[src/rtl/gpio_event_log_pkg.sv]
`default_nettype none
// +----------------------------------------------------------------------+
// | gpio_event_log_pkg: shared constants and record-width helper         |
// | Revision: 1.0                                                        |
// +----------------------------------------------------------------------+
package gpio_event_log_pkg;

  localparam int DefaultDepth   = 8;
  localparam int DefaultTsWidth = 16;
  localparam int DropCntWidth   = 8;

  function automatic int record_width(input int ts_width, input int width);
    return ts_width + width;
  endfunction

endpackage
`default_nettype wire

[src/rtl/gpio_event_fifo.sv]
`default_nettype none
// +----------------------------------------------------------------------+
// | gpio_event_fifo: synchronous first-word-fall-through record FIFO     |
// | Revision: 1.0                                                        |
// +----------------------------------------------------------------------+
module gpio_event_fifo #(
  parameter int Depth     = 8,
  parameter int DataWidth = 48
) (
  input  logic                   clk_i,
  input  logic                   rst_i,
  input  logic                   push,
  input  logic                   pop,
  input  logic                   flush,
  input  logic [DataWidth-1:0]   wdata,
  output logic [DataWidth-1:0]   rdata,
  output logic                   full,
  output logic                   empty,
  output logic [$clog2(Depth):0] level
);

  localparam int            c_aw    = $clog2(Depth);
  localparam logic [c_aw:0] c_depth = (c_aw + 1)'(Depth);

  logic [c_aw:0]          r_wptr;
  logic [c_aw:0]          r_rptr;
  logic [DataWidth-1:0]   r_mem [Depth];
  logic                   w_do_push;
  logic                   w_do_pop;

  // A push into a full FIFO is still accepted when a pop frees a slot this cycle.
  assign w_do_push = push & (~full | pop);
  assign w_do_pop  = pop & ~empty;

  always_ff @(posedge clk_i) begin
    if (rst_i || flush) begin
      r_wptr <= '0;
      r_rptr <= '0;
    end else begin
      if (w_do_push) r_wptr <= r_wptr + (c_aw + 1)'(1);
      if (w_do_pop)  r_rptr <= r_rptr + (c_aw + 1)'(1);
    end
  end

  always_ff @(posedge clk_i) begin
    if (w_do_push && !flush) r_mem[r_wptr[c_aw-1:0]] <= wdata;
  end

  assign level = r_wptr - r_rptr;
  assign full  = (level == c_depth);
  assign empty = (level == '0);
  assign rdata = r_mem[r_rptr[c_aw-1:0]];

endmodule
`default_nettype wire

[src/rtl/gpio_event_log.sv]
`default_nettype none
// +----------------------------------------------------------------------+
// | gpio_event_log: timestamped change logger for synchronized GPIO pins |
// | Revision: 1.0                                                        |
// +----------------------------------------------------------------------+
module gpio_event_log
  import gpio_event_log_pkg::*;
#(
  parameter int Width   = 32,
  parameter int Depth   = DefaultDepth,
  parameter int TsWidth = DefaultTsWidth
) (
  input  logic                    clk_i,
  input  logic                    rst_i,
  input  logic [Width-1:0]        gpio_i,
  input  logic [Width-1:0]        en_mask_i,
  input  logic                    clear_i,
  output logic                    evt_valid_o,
  input  logic                    evt_ready_i,
  output logic [TsWidth-1:0]      evt_ts_o,
  output logic [Width-1:0]        evt_pins_o,
  output logic [$clog2(Depth):0]  level_o,
  output logic                    overflow_o,
  output logic [DropCntWidth-1:0] drop_cnt_o
);

  localparam int                      c_rec_w    = record_width(TsWidth, Width);
  localparam logic [DropCntWidth-1:0] c_drop_max = '1;

  logic [Width-1:0]        r_sync1;
  logic [Width-1:0]        r_sync2;
  logic [Width-1:0]        r_last;
  logic [TsWidth-1:0]      r_ts;
  logic                    r_overflow;
  logic [DropCntWidth-1:0] r_drop_cnt;

  logic                    w_change;
  logic                    w_push;
  logic                    w_pop;
  logic                    w_drop;
  logic                    w_full;
  logic                    w_empty;
  logic [c_rec_w-1:0]      w_rdata;

  always_ff @(posedge clk_i) begin
    if (rst_i) begin
      r_sync1 <= '0;
      r_sync2 <= '0;
      r_last  <= '0;
      r_ts    <= '0;
    end else begin
      r_sync1 <= gpio_i;
      r_sync2 <= r_sync1;
      r_last  <= r_sync2;
      r_ts    <= r_ts + TsWidth'(1);
    end
  end

  assign w_change = |((r_sync2 ^ r_last) & en_mask_i);
  assign w_pop    = ~w_empty & evt_ready_i;
  assign w_push   = w_change & ~clear_i;
  assign w_drop   = w_push & w_full & ~w_pop;

  always_ff @(posedge clk_i) begin
    if (rst_i || clear_i) begin
      r_overflow <= 1'b0;
      r_drop_cnt <= '0;
    end else if (w_drop) begin
      r_overflow <= 1'b1;
      if (r_drop_cnt != c_drop_max) r_drop_cnt <= r_drop_cnt + DropCntWidth'(1);
    end
  end

  gpio_event_fifo #(
    .Depth     (Depth),
    .DataWidth (c_rec_w)
  ) u_fifo (
    .clk_i (clk_i),
    .rst_i (rst_i),
    .push  (w_push),
    .pop   (w_pop),
    .flush (clear_i),
    .wdata ({r_ts, r_sync2}),
    .rdata (w_rdata),
    .full  (w_full),
    .empty (w_empty),
    .level (level_o)
  );

  assign evt_valid_o = ~w_empty;
  assign evt_ts_o    = w_rdata[c_rec_w-1 -: TsWidth];
  assign evt_pins_o  = w_rdata[Width-1:0];
  assign overflow_o  = r_overflow;
  assign drop_cnt_o  = r_drop_cnt;

endmodule
`default_nettype wire

[config.mk]
export PLATFORM = sky130hd
export DESIGN_NAME = gpio_event_log
export DESIGN_NICKNAME = d
export VERILOG_FILES = /design/src/rtl/gpio_event_log_pkg.sv /design/src/rtl/gpio_event_fifo.sv /design/src/rtl/gpio_event_log.sv
export SDC_FILE = /design/constraint.sdc
export NUM_CORES = 1
export LEC_CHECK = 0
export ABC_AREA = 1
export BUFFER_PORTS_ARGS = -buffer_cell sky130_fd_sc_hd__buf_2
export CAP_MARGIN = 20
export CORE_ASPECT_RATIO = 0.5
export CORE_MARGIN = 3
export CORE_UTILIZATION = 45
export DETAILED_ROUTE_END_ITERATION = 8
export HOLD_SLACK_MARGIN = 0.1
export PLACE_DENSITY_LB_ADDON = 0.12
export SLEW_MARGIN = 20
export SYNTH_ARGS = -nofsm -noshare
export SYNTH_HDL_FRONTEND = slang
export SYNTH_SLANG_ARGS = --single-unit
[constraint.sdc]
create_clock -name clk_i -period 4.95 [get_ports clk_i]
set_clock_uncertainty 0.15 [all_clocks]
set_input_delay 0.495 -clock clk_i [delete_from_list [all_inputs] [get_ports clk_i]]
set_output_delay 0.495 -clock clk_i [all_outputs]
set_load 0.02 [all_outputs]
Yosys cells after proc, flatten, opt, wreduce, memory -nomap -nowiden
Memory sizes are Yosys's and may differ from the RTL's. A register that Yosys moved wholly into a read port is not among the register bits. Index checks and enable logic that the tools add are counted.

Register bits after elaboration: 129. Memory bits (writable): 384. Memories: 1. Logic and storage cells: 39.

Bitwise logic cells: 13. Reductions and logical operators: 6. Multiplexer cells: 4. Eq/ne operators: 2. Add/sub/neg operators: 5.

Memory list: u_fifo.r_mem (depth 8, bits a word 48, read ports 1, clocked after memory_dff 1, wr ports 1, line gpio_event_fifo.sv:27) `logic [DataWidth-1:0] r_mem [Depth];`.

Operator list (count): $and 32x32->32 (1); $reduce_or 32->1 (1); $xor 32x32->32 (1); $add 16x1->16 const B (1); $add 4x1->4 const B (2); $add 8x1->8 const B (1); $ne 8x8->1 const B (1); $and 1x1->1 (6); $mux 3 (2); $eq 4x4->1 const B (1); $logic_not 4->1 (1); $not 1->1 (4); $sub 4x4->4 (1); $mux 1 (2); $reduce_and 2->1 (1); $logic_and 1x1->1 (1); $logic_not 1->1 (1); $logic_or 1x1->1 (1); $or 1x1->1 (1).

Depth between registers and ports, before layout
Gate-level depths: netlist (run 1).

Depth after elaboration: 9. Mapped depth: 13. Gate-level depth less buffers: 13.

Cells and area by module
A second synthesis (run 1) with hierarchy kept.

Cell total of the unflattened synthesis: 1813. Area, all modules: 20151.8 sq um.

By module, submodules not included: gpio_event_fifo (instances 1, area each 15556.2 sq um, cells each 1184, sequential area each 11751.3 sq um); gpio_event_log (instances 1, area each 4595.7 sq um, cells each 629, sequential area each 2422.3 sq um).

Worst setup path before layout (run 1)
OpenSTA, ideal clock, no wires.

Path type: reg-to-reg. Start: register u_fifo.r_wptr[0]. End: memory u_fifo.r_mem[0][0] (enable). Period minus slack after synthesis: 4664 ps. Data required time: 4346 ps. Slack: 286 ps. Arrival: 4060 ps. Library setup time: 454 ps. Buffers on the path: 0. Stages on the path, launching flop included: 13. Cell sequence: dfxtp_1 -> inv_1 -> ha_1 -> fa_1 -> xnor2_1 -> nor2_2 -> inv_1 -> nor2_2 -> nand2_2 -> nand3_2 -> inv_2 -> nand2_2 -> nor2_1.

Longest elaborated chain between the ends: 9. Elaborated cells between the ends (all ways): 11.

RTL lines: start: declaration (line gpio_event_fifo.sv:25) `logic [c_aw:0] r_wptr;`; start signal: assignment (line gpio_event_fifo.sv:40) `if (w_do_push) r_wptr <= r_wptr + (c_aw + 1)'(1);`; $sub 4x4->4 * (line gpio_event_fifo.sv:49) `assign level = r_wptr - r_rptr;`; net level_o[2] (line gpio_event_log.sv:22) `output logic [$clog2(Depth):0] level_o,`; $logic_not 4->1 (line gpio_event_fifo.sv:51) `assign empty = (level == '0);`; $not 1->1 (line gpio_event_log.sv:60) `assign w_pop = ~w_empty & evt_ready_i;`; $and 1x1->1 (line gpio_event_log.sv:60); $or 1x1->1 * (line gpio_event_fifo.sv:32) `assign w_do_push = push & (~full | pop);`; $and 1x1->1 * (line gpio_event_fifo.sv:32); $logic_and 1x1->1 * (line gpio_event_fifo.sv:46) `if (w_do_push && !flush) r_mem[r_wptr[c_aw-1:0]] <= wdata;`; $mux 1 * (line gpio_event_fifo.sv:46); $mux 1 (implied by the code) * (line gpio_event_fifo.sv:46); end: declaration (line gpio_event_fifo.sv:27).

The timed path passes the listed nets; every way through them passes the cells marked *.

==> metrics.csv, run 1 <==
metric,value,unit
syn_nets,1844,
p_comb_frac,0.101,
cts_made_buffers,45,
core,42700,sq um
reg2reg_depth,13,
arrival,3.13,ns
max_stage_delay,0.64,ns
ys.flop_type,edfxtp_1,
start_kind,register,
fin_util,0.535,
hold_viol_final,0,
wire_per_inst,17.8,um
layout_min_cycle_time,3.78,ns
post_synth_fa_ha_maj_area_fraction,0.00544,
h-tree-depth,2,
nets,1989,
cts_tree,done,
yosysSeqAreaShare,0.716,
fmax,265,MHz
path_cells,"inv_2, buf_4, o21ai_0, o22ai_1, nor2_1, a31oi_1, buf_2",
power.total,9.13,mW
mostFrequentLayoutCells,"nor2_1 (458), edfxtp_1 (384), o21ai_0 (201), inv_1 (155), dfxtp_1 (130)",
ys_warn_count,0,
drt_iter0_drc,953,
drv_slew,0,
placed_cell_area,21100,sq um
cts.repair.resized,0,
clock_latency,0.56,ns
grt_first_pass_wirelength,70.1,mm
fillers,3721,
p_leak,8.44,nW
antenna_found_initial,0,
critPathMaxFanout,39,
setup_ws,1.17,ns
cp_top_family,buffers and inverters,
clk_pin_slew,0.07,ns
dp_cells,2411,
clock-sinks,516,
cp_num_buf_inv,3,
switching_power,2.22,mW
gr-total-overflow,0,
cp.depth,7,
worstSetupEndpointType,output port,
layout_commonest_cell,nor2_1,
pre_cts_ws,1.32,ns
syn_inst,1768,
die_area,46700,sq um
synth-edff-count,384,
muxShareOfSynthArea,0,
p_seq_frac,0.526,
synth_area,19800,sq um
power.share.clock,0.373,
synth-xor-area-share,0.00575,
holdPathStages,4,
synth_compound_area_frac,0.0892,
cts_root_buf,clkbuf_16,
ys_types,38,
start_util,0.463,
avgSynthCellArea,11.2,sq um
rsz0062_at_grt,no,
ant_nets,0,
finalInstanceArea,22800,sq um
max_slew_margin,0.325,
gr-usage-all-layers,0.194,
ys_async_sr_fraction,0,
wl,45.1,mm
vias_per_cell,5.04,
synth_top_family_by_area,simple AND/OR/NAND/NOR gates,
drc_errors,0,
die_w,303,um
worst_path_max_delay_cell,inv_2,
die_y,154,um
grt_max_degree,193,
final-setup-viol-count,0,
setup_tns,0,ns
firstDrtPassIters,5,
p_sw_frac,0.243,
post_route_cells_drive_above_1_share,0.128,
antennaDiodeCount,0,
p_per_area,400,nW/um^2
post-route-period-util,0.763,
irDropWorstVdd,262,uV
cp.required,4.30,ns
holdWs,0.136,ns
syn2layout_area_growth,15.4,%
rows,53,
path_class,register to output port,
clockBufferDepth,3,
dp_hpwl,25.0,mm
status,"complete, no violations",
hp-class,input port to register,
synth_simple_gate_area_frac,0.134,
gp_congestion,0.769,
io_pins,130,
stdcell_count,2527,
p_int,6.91,mW
maxCapViolations,0,
grt_pass1_vias,12100,
vias,12700,
yosys_register_bits,516,
worst_slew_pin_slew,1.01,ns
io_buffers,129,
## layer usage
layer	vias to the layer above	track usage	wire length, um	part of all wire
met2	298	0.305	20600	0.46
met5	-	0	0	0
li1	6300	-	-	-
met1	6072	0.285	21400	0.48
met3	64	0.0299	2230	0.049
met4	0	0.0445	849	0.019
## registers in the layout, summed over array words and instances (netlist names), named ones only
name and flops:
r_last 32, u_fifo.r_wptr 4, u_fifo.r_mem 384, u_fifo.r_rptr 4
drop_cnt_o 8, r_sync2 32, r_ts 16, r_sync1 32
overflow_o 1
## synthesized netlist by cell type (9+ instances only)
master,number,area share
dfxtp_1,132,0.13
inv_1,156,0.030
nor2_1,465,0.088
nand3_1,39,0.0099
buf_2,25,0.0063
xor2_1,9,0.0040
nand2_1,122,0.023
a31oi_1,48,0.015
o22ai_1,48,0.015
edfxtp_1,384,0.58
clkbuf_1,53,0.010
o21ai_0,201,0.051
a21oi_1,26,0.0066
## cell families after synthesis
group,after synthesis
compound gates,327
xor+xnor,13
fa+ha+maj,8
buf+inv,249
flops,516
simple gates,655
## power groups by stage
stage / clock, mW / sequential [mW] / combinational, mW
global placement: 0 / 4.90 / 0.913
floorplan: 0 / 4.87 / 0.601
finish: 3.40 / 4.81 / 0.919
global route: 3.66 / 4.82 / 1.02
CTS: 3.48 / 4.81 / 0.937
detailed placement: 0 / 4.90 / 0.914
## worst paths after layout
| check | from | end | slack, ns |
|---|---|---|---|
| hold reg to reg | r_sync1[28] | r_sync2[28] | 0.24 |
| setup / recovery | register | evt_pins_o[14] | 1.17 |
| hold / removal | clear_i | u_fifo.r_rptr[3] | 0.14 |
| setup reg to reg | u_fifo.r_wptr[0] | u_fifo.r_mem[3][19] | 1.36 |
## worst min-delay path, delay by kind of cell
kind / cells / cell delay, ns
simple gates: 2 / 0.17
buf+inv: 1 / 0.09
compound gates: 1 / 0.03
## final cells by class
| cell class | count | area, sq um | area share |
|---|---|---|---|
| multi-input cells | 1003 | 4700 | 0.206 |
| flip-flops and latches | 516 | 14200 | 0.621 |
| clock inverters | 14 | 98.8 | 0.00433 |
| inverters | 163 | 617 | 0.0270 |
| well taps | 577 | 722 | 0.0316 |
| clock buffers | 70 | 1310 | 0.0575 |
| repair buffers | 184 | 1200 | 0.0527 |
## what timing repair did
action                                 in CTS  in global routing
buffers inserted                            0                  0
hold buffers                               32                  0
endpoints found under the hold margin      32                  0
Power figures use the tool's default switching activity.
==> run 2, diff against run 1 <==
Clock period 4.95 ns to 3.89 ns, I/O delays scaled along.
==> run 2 against run 1 <==
Non-clock buffer count unchanged. Largest cell class unchanged. Via count decreased by 0.81%. Wire length decreased by 3.2%. Cell count increased by 0.12%. Register-to-register slack got worse by 0.64 ns. Worst setup slack got worse by 0.48 ns.
==> metrics.csv, run 2 (same netlist as run 1, synthesis figures left out) <==
metric,value,unit,change
status,"complete, no violations",,unchanged
irDropWorstVdd,295,uV,was 262 uV
hold_viol_final,0,,unchanged
drv_slew,0,,unchanged
path_class,register to output port,,unchanged
grt_pass1_vias,12300,,was 12.1k
gr-total-overflow,0,,unchanged
post_route_cells_drive_above_1_share,0.130,,was 0.128
largest_reg_flops,384,,unchanged
final-setup-viol-count,0,,unchanged
pre_cts_ws,0.701,ns,was 1.32 ns
path_cells,"buf_4, o21ai_0, o22ai_1, nor2_1, a31oi_1, buf_2",,"was inv_2, buf_4, o21ai_0, o22ai_1, nor2_1, a31oi_1, buf_2"
max_slew_margin,0.371,,was 0.325
dp_hpwl,23.8,mm,was 25.0 mm
arrival,2.66,ns,was 3.13 ns
io_pins,130,,unchanged
clock_latency,0.56,ns,about the same
start_kind,register,,unchanged
core,42700,sq um,unchanged
layout_commonest_cell,nor2_1,,unchanged
p_leak,8.53,nW,was 8.44 nW
layout_min_cycle_time,3.20,ns,
syn2layout_area_growth,16.4,%,was 15.4%
gr-usage-all-layers,0.187,,was 0.194
rsz0062_at_grt,no,,unchanged
setup_ws,0.694,ns,was 1.17 ns
critPathMaxFanout,50,,was 39
firstDrtPassIters,5,,unchanged
h-tree-depth,2,,unchanged
mostFrequentLayoutCells,"nor2_1 (458), edfxtp_1 (384), o21ai_0 (201), inv_1 (155), dfxtp_1 (130)",,unchanged
worstSetupEndpointType,output port,,unchanged
placed_cell_area,21200,sq um,was 21100 sq um
vias,12600,,was 12.7k
post-route-period-util,0.822,,
cts_root_buf,clkbuf_16,,unchanged
worst_slew_pin_slew,0.944,ns,was 1.01 ns
fmax,313,MHz,
cp.required,3.35,ns,was 4.30 ns
die_area,46700,sq um,unchanged
antennaDiodeCount,0,,unchanged
cts_tree,done,,unchanged
ant_nets,0,,unchanged
nets,1991,,was 1989
grt_max_degree,89,,was 193
max_stage_delay,0.57,ns,was 0.64 ns
wire_per_inst,17.3,um,was 17.8 um
antenna_found_initial,0,,unchanged
wl,43.6,mm,was 45.1 mm
clockBufferDepth,3,,unchanged
die_w,303,um,unchanged
rows,53,,unchanged
start_util,0.463,,unchanged
worst_path_max_delay_cell,buf_4,,was inv_2
hp-class,input port to register,,unchanged
clk_pin_slew,0.06,ns,was 0.07 ns
clock-sinks,516,,unchanged
cts_made_buffers,47,,was 45
fillers,3735,,was 3721
gp_congestion,0.756,,was 0.769
drt_iter0_drc,859,,was 953
maxCapViolations,0,,unchanged
drc_errors,0,,unchanged
finalInstanceArea,23000,sq um,was 22800 sq um
die_y,154,um,unchanged
power.total,11.7,mW,was 9.13 mW
p_per_area,510,nW/um^2,was 400 nW/um^2
io_buffers,129,,unchanged
vias_per_cell,4.99,,was 5.04
grt_first_pass_wirelength,68.1,mm,was 70.1 mm
==> run 2: layer usage <==
layer | share of wire | GRT usage | up-vias
met3 | 0.048 | 0.0332 | 65
li1 | - | - | 6303
met5 | 0 | 0 | -
met4 | 0.015 | 0.0394 | 0
met1 | 0.46 | 0.260 | 6028
met2 | 0.47 | 0.311 | 235
==> run 2: critical path: cells and delay by family (launching register included) <==
kind | cells | cell delay [ns]
buffers and inverters | 2 | 0.82
and+or+nand+nor | 1 | 0.06
DFF | 1 | 0.48
AOI/OAI and AO/OA | 3 | 0.73
==> run 2: repair_timing <==
action,CTS,global route
resized for setup,0,0
buffers inserted,0,0
hold buffers,34,0
endpoints found under the hold margin,41,0
==> run 2: worst paths after layout <==
check | startpoint | to | depth (start not counted) | slack, ns
min | rst_i | r_ts[1] | 2 | 0.20
max reg2reg | u_fifo.r_wptr[0] | u_fifo.r_mem[4][44] | 13 | 0.72
min reg2reg | r_sync1[8] | r_sync2[8] | 2 | 0.25
max | register | evt_pins_o[13] | 6 | 0.69
==> run 2: layout make-up <==
cell class / instances / area, sq um / area share
sequential: 516 / 14200 / 0.616
tap: 577 / 722 / 0.0313
clock buffer: 66 / 1360 / 0.0590
timing repair buffer: 184 / 1330 / 0.0579
multi-input combinational: 1003 / 4700 / 0.204
clock inverter: 21 / 125 / 0.00543
inverter: 163 / 617 / 0.0268
==> run 2: metrics by stage <==
step	instances	TNS, ns	hold WS, ns	utilization
after floorplan	1768	-279.67	0.238	-
final	2530	0	0.195	0.539
after detailed placement	2409	0	0.242	0.497
after CTS	2530	0	0.193	0.539
after global routing	2530	0	0.211	0.539
after global placement	2409	0	0.239	0.497
==> run 2: where the power goes <==
group / leakage, nW / internal (mW) / switching, mW / total [mW]
clock: 0.730 / 2.50 / 1.95 / 4.46
combinational: 3.20 / 0.385 / 0.789 / 1.17
sequential: 4.60 / 6.03 / 0.0836 / 6.11
==> run 3, diff against run 2 <==
Clock period 3.89 ns to 3.17 ns, I/O delays scaled along.
==> run 3 against run 2 <==
Hold slack better by 0.056 ns. Critical path depth stayed put. Die area stayed put. Clock power is 22% higher. Worst setup slack worse by 0.52 ns. Largest cell class unchanged. Largest power group unchanged. Highest routed layer unchanged.
==> metrics.csv, run 3 (same netlist as run 1, synthesis figures left out) <==
metric,value,unit,change
status,"complete, no violations",,unchanged
cp_num_buf_inv,2,,unchanged
post_cts_buffers,0,,unchanged
io_buffers,129,,unchanged
dp_hpwl,26.9,mm,was 23.8 mm
core,42700,sq um,unchanged
p_per_area,616,nW/um^2,was 510 nW/um^2
post_route_cells_drive_above_1_share,0.146,,was 0.130
ant_nets,0,,unchanged
r2r_setup_slack,0.25,ns,was 0.72 ns
hp-start,r_sync1[17],,was rst_i
worst_path_max_delay_cell,dfxtp_4,,was buf_4
vias_per_cell,5.05,,was 4.99
path_class,register to output port,,unchanged
grt_first_pass_wirelength,70.2,mm,was 68.1 mm
hp-class,register to register,,was input port to register
wire_per_inst,17.7,um,was 17.3 um
clk_pin_slew,0.06,ns,about the same
cp_top_family,compound AO/OA/AOI/OAI gates,,was buffers and inverters
dp_cells,2446,,was 2409
largest_reg_flops,384,,unchanged
holdPathStages,2,,unchanged
gp_congestion,0.755,,was 0.756
holdPathEnd,r_sync2[17],,was r_ts[1]
grt_max_degree,109,,was 89
die_y,154,um,unchanged
cts_made_buffers,46,,was 47
drv_slew,0,,unchanged
stdcell_count,2571,,was 2530
cp.required,2.70,ns,was 3.35 ns
clock_latency,0.56,ns,about the same
worst_slew_pin_slew,0.899,ns,was 0.944 ns
pre_cts_ws,0.145,ns,was 0.701 ns
clockBufferDepth,3,,unchanged
h-tree-depth,2,,unchanged
vias,13000,,was 12.6k
post-route-period-util,0.944,,
path_cells,"buf_16, o21ai_0, o22ai_1, nor2_1, a31oi_1, buf_2",,"was buf_4, o21ai_0, o22ai_1, nor2_1, a31oi_1, buf_2"
rsz0062_at_grt,no,,unchanged
cts_root_buf,clkbuf_16,,unchanged
arrival,2.53,ns,was 2.66 ns
nets,2033,,was 1991
die_area,46700,sq um,unchanged
io_pins,130,,unchanged
max_stage_delay,0.49,ns,was 0.57 ns
max_slew_margin,0.401,,was 0.371
rows,53,,unchanged
power.total,14.5,mW,was 11.7 mW
grt_pass1_vias,12400,,was 12.3k
final-setup-viol-count,0,,unchanged
irDropWorstVdd,398,uV,was 295 uV
layout_min_cycle_time,2.99,ns,
mostFrequentLayoutCells,"nor2_1 (458), edfxtp_1 (384), o21ai_0 (201), inv_1 (154), dfxtp_1 (129)",,"was nor2_1 (458), edfxtp_1 (384), o21ai_0 (201), inv_1 (155), dfxtp_1 (130)"
fmax,334,MHz,
worstSetupEndpointType,output port,,unchanged
fin_util,0.550,,was 0.539
clock-sinks,516,,unchanged
firstDrtPassIters,5,,unchanged
drt_iter0_drc,964,,was 859
antenna_found_initial,0,,unchanged
maxCapViolations,0,,unchanged
start_kind,register,,unchanged
worstReg2RegEnd,u_fifo.r_mem[6][37],,was u_fifo.r_mem[4][44]
gr-usage-all-layers,0.194,,was 0.187
hold_viol_final,0,,unchanged
cts_tree,done,,unchanged
r2r_start,u_fifo.r_rptr[2],,was u_fifo.r_wptr[0]
reg2reg_depth,12,,was 13
syn2layout_area_growth,18.7,%,was 16.4%
p_leak,8.76,nW,was 8.53 nW
gr-total-overflow,0,,unchanged
start_util,0.463,,unchanged
wl,45.5,mm,was 43.6 mm
layout_commonest_cell,nor2_1,,unchanged
critPathMaxFanout,108,,was 50
setup_ws,0.176,ns,was 0.694 ns
die_w,303,um,unchanged
drc_errors,0,,unchanged
antennaDiodeCount,0,,unchanged
run 3: timing repair:
item | CTS | global route
setup endpoints to repair | 0 | 38
hold buffers | 40 | 0
resized for setup | 0 | 4
endpoints found under the hold margin | 57 | 0
run 3: cell type report:
cell class / instances / area [sq um]
Tap cell: 577 / 722
Timing Repair Buffer: 227 / 1750
Sequential cell: 516 / 14200
Inverter: 163 / 622
Fill cell: 3708 / 19200
Clock inverter: 18 / 164
Clock buffer: 67 / 1290
Multi-Input combinational cell: 1003 / 4750
run 3: worst reg2reg max path: stages, from the launching register on:
cell and delay [ns]:
dfxtp_1 0.37, inv_1 0.08, ha_1 0.39, a21oi_1 0.18, nand2_1 0.07, xnor2_1 0.23
inv_2 0.07, nand2_2 0.11, nand3_4 0.14, inv_4 0.13, nand2_8 0.09, nor3_4 0.20
buf_12 0.33
run 3: routing by layer:
| metal | vias to the layer above | track usage | share of wire | routed length, um |
|---|---|---|---|---|
| li1 | 6393 | - | - | - |
| met1 | 6264 | 0.277 | 0.47 | 21400 |
| met2 | 268 | 0.319 | 0.47 | 21400 |
| met3 | 59 | 0.0290 | 0.044 | 2000 |
| met4 | 0 | 0.0369 | 0.014 | 634 |
| met5 | - | 0 | 0 | 0 |
run 3: worst max path at each step:
stage / startpoint / endpoint / slack [ns] / cells after the start
CTS: register / evt_pins_o[27] / 0.06 / 6
finish: register / evt_pins_o[27] / 0.18 / 6
floorplan: u_fifo.r_wptr[0] / u_fifo.r_mem[6][0] / -0.40 / 12
detailed placement: u_fifo.r_rptr[2] / u_fifo.r_mem[3][32] / 0.14 / 12
global route: u_fifo.r_rptr[2] / u_fifo.r_mem[6][37] / 0.002 / 12
global placement: u_fifo.r_rptr[2] / u_fifo.r_mem[3][33] / 0.22 / 12
run 3: per-stage QoR:
stage,setup TNS (ns),area [sq um],hold WS [ns]
2_1_floorplan,-38.01,19900,0.238
3_3_place_gp,0,21600,0.239
3_5_place_dp,0,21600,0.243
4_1_cts,0,23500,0.252
5_1_grt,0,23500,0.268
6_report,0,23500,0.251
run 3: power breakdown:
part | internal [mW] | switching (mW) | total [mW]
clock network | 3.08 | 2.38 | 5.46
registers | 7.39 | 0.0940 | 7.49
logic | 0.524 | 1.01 | 1.53
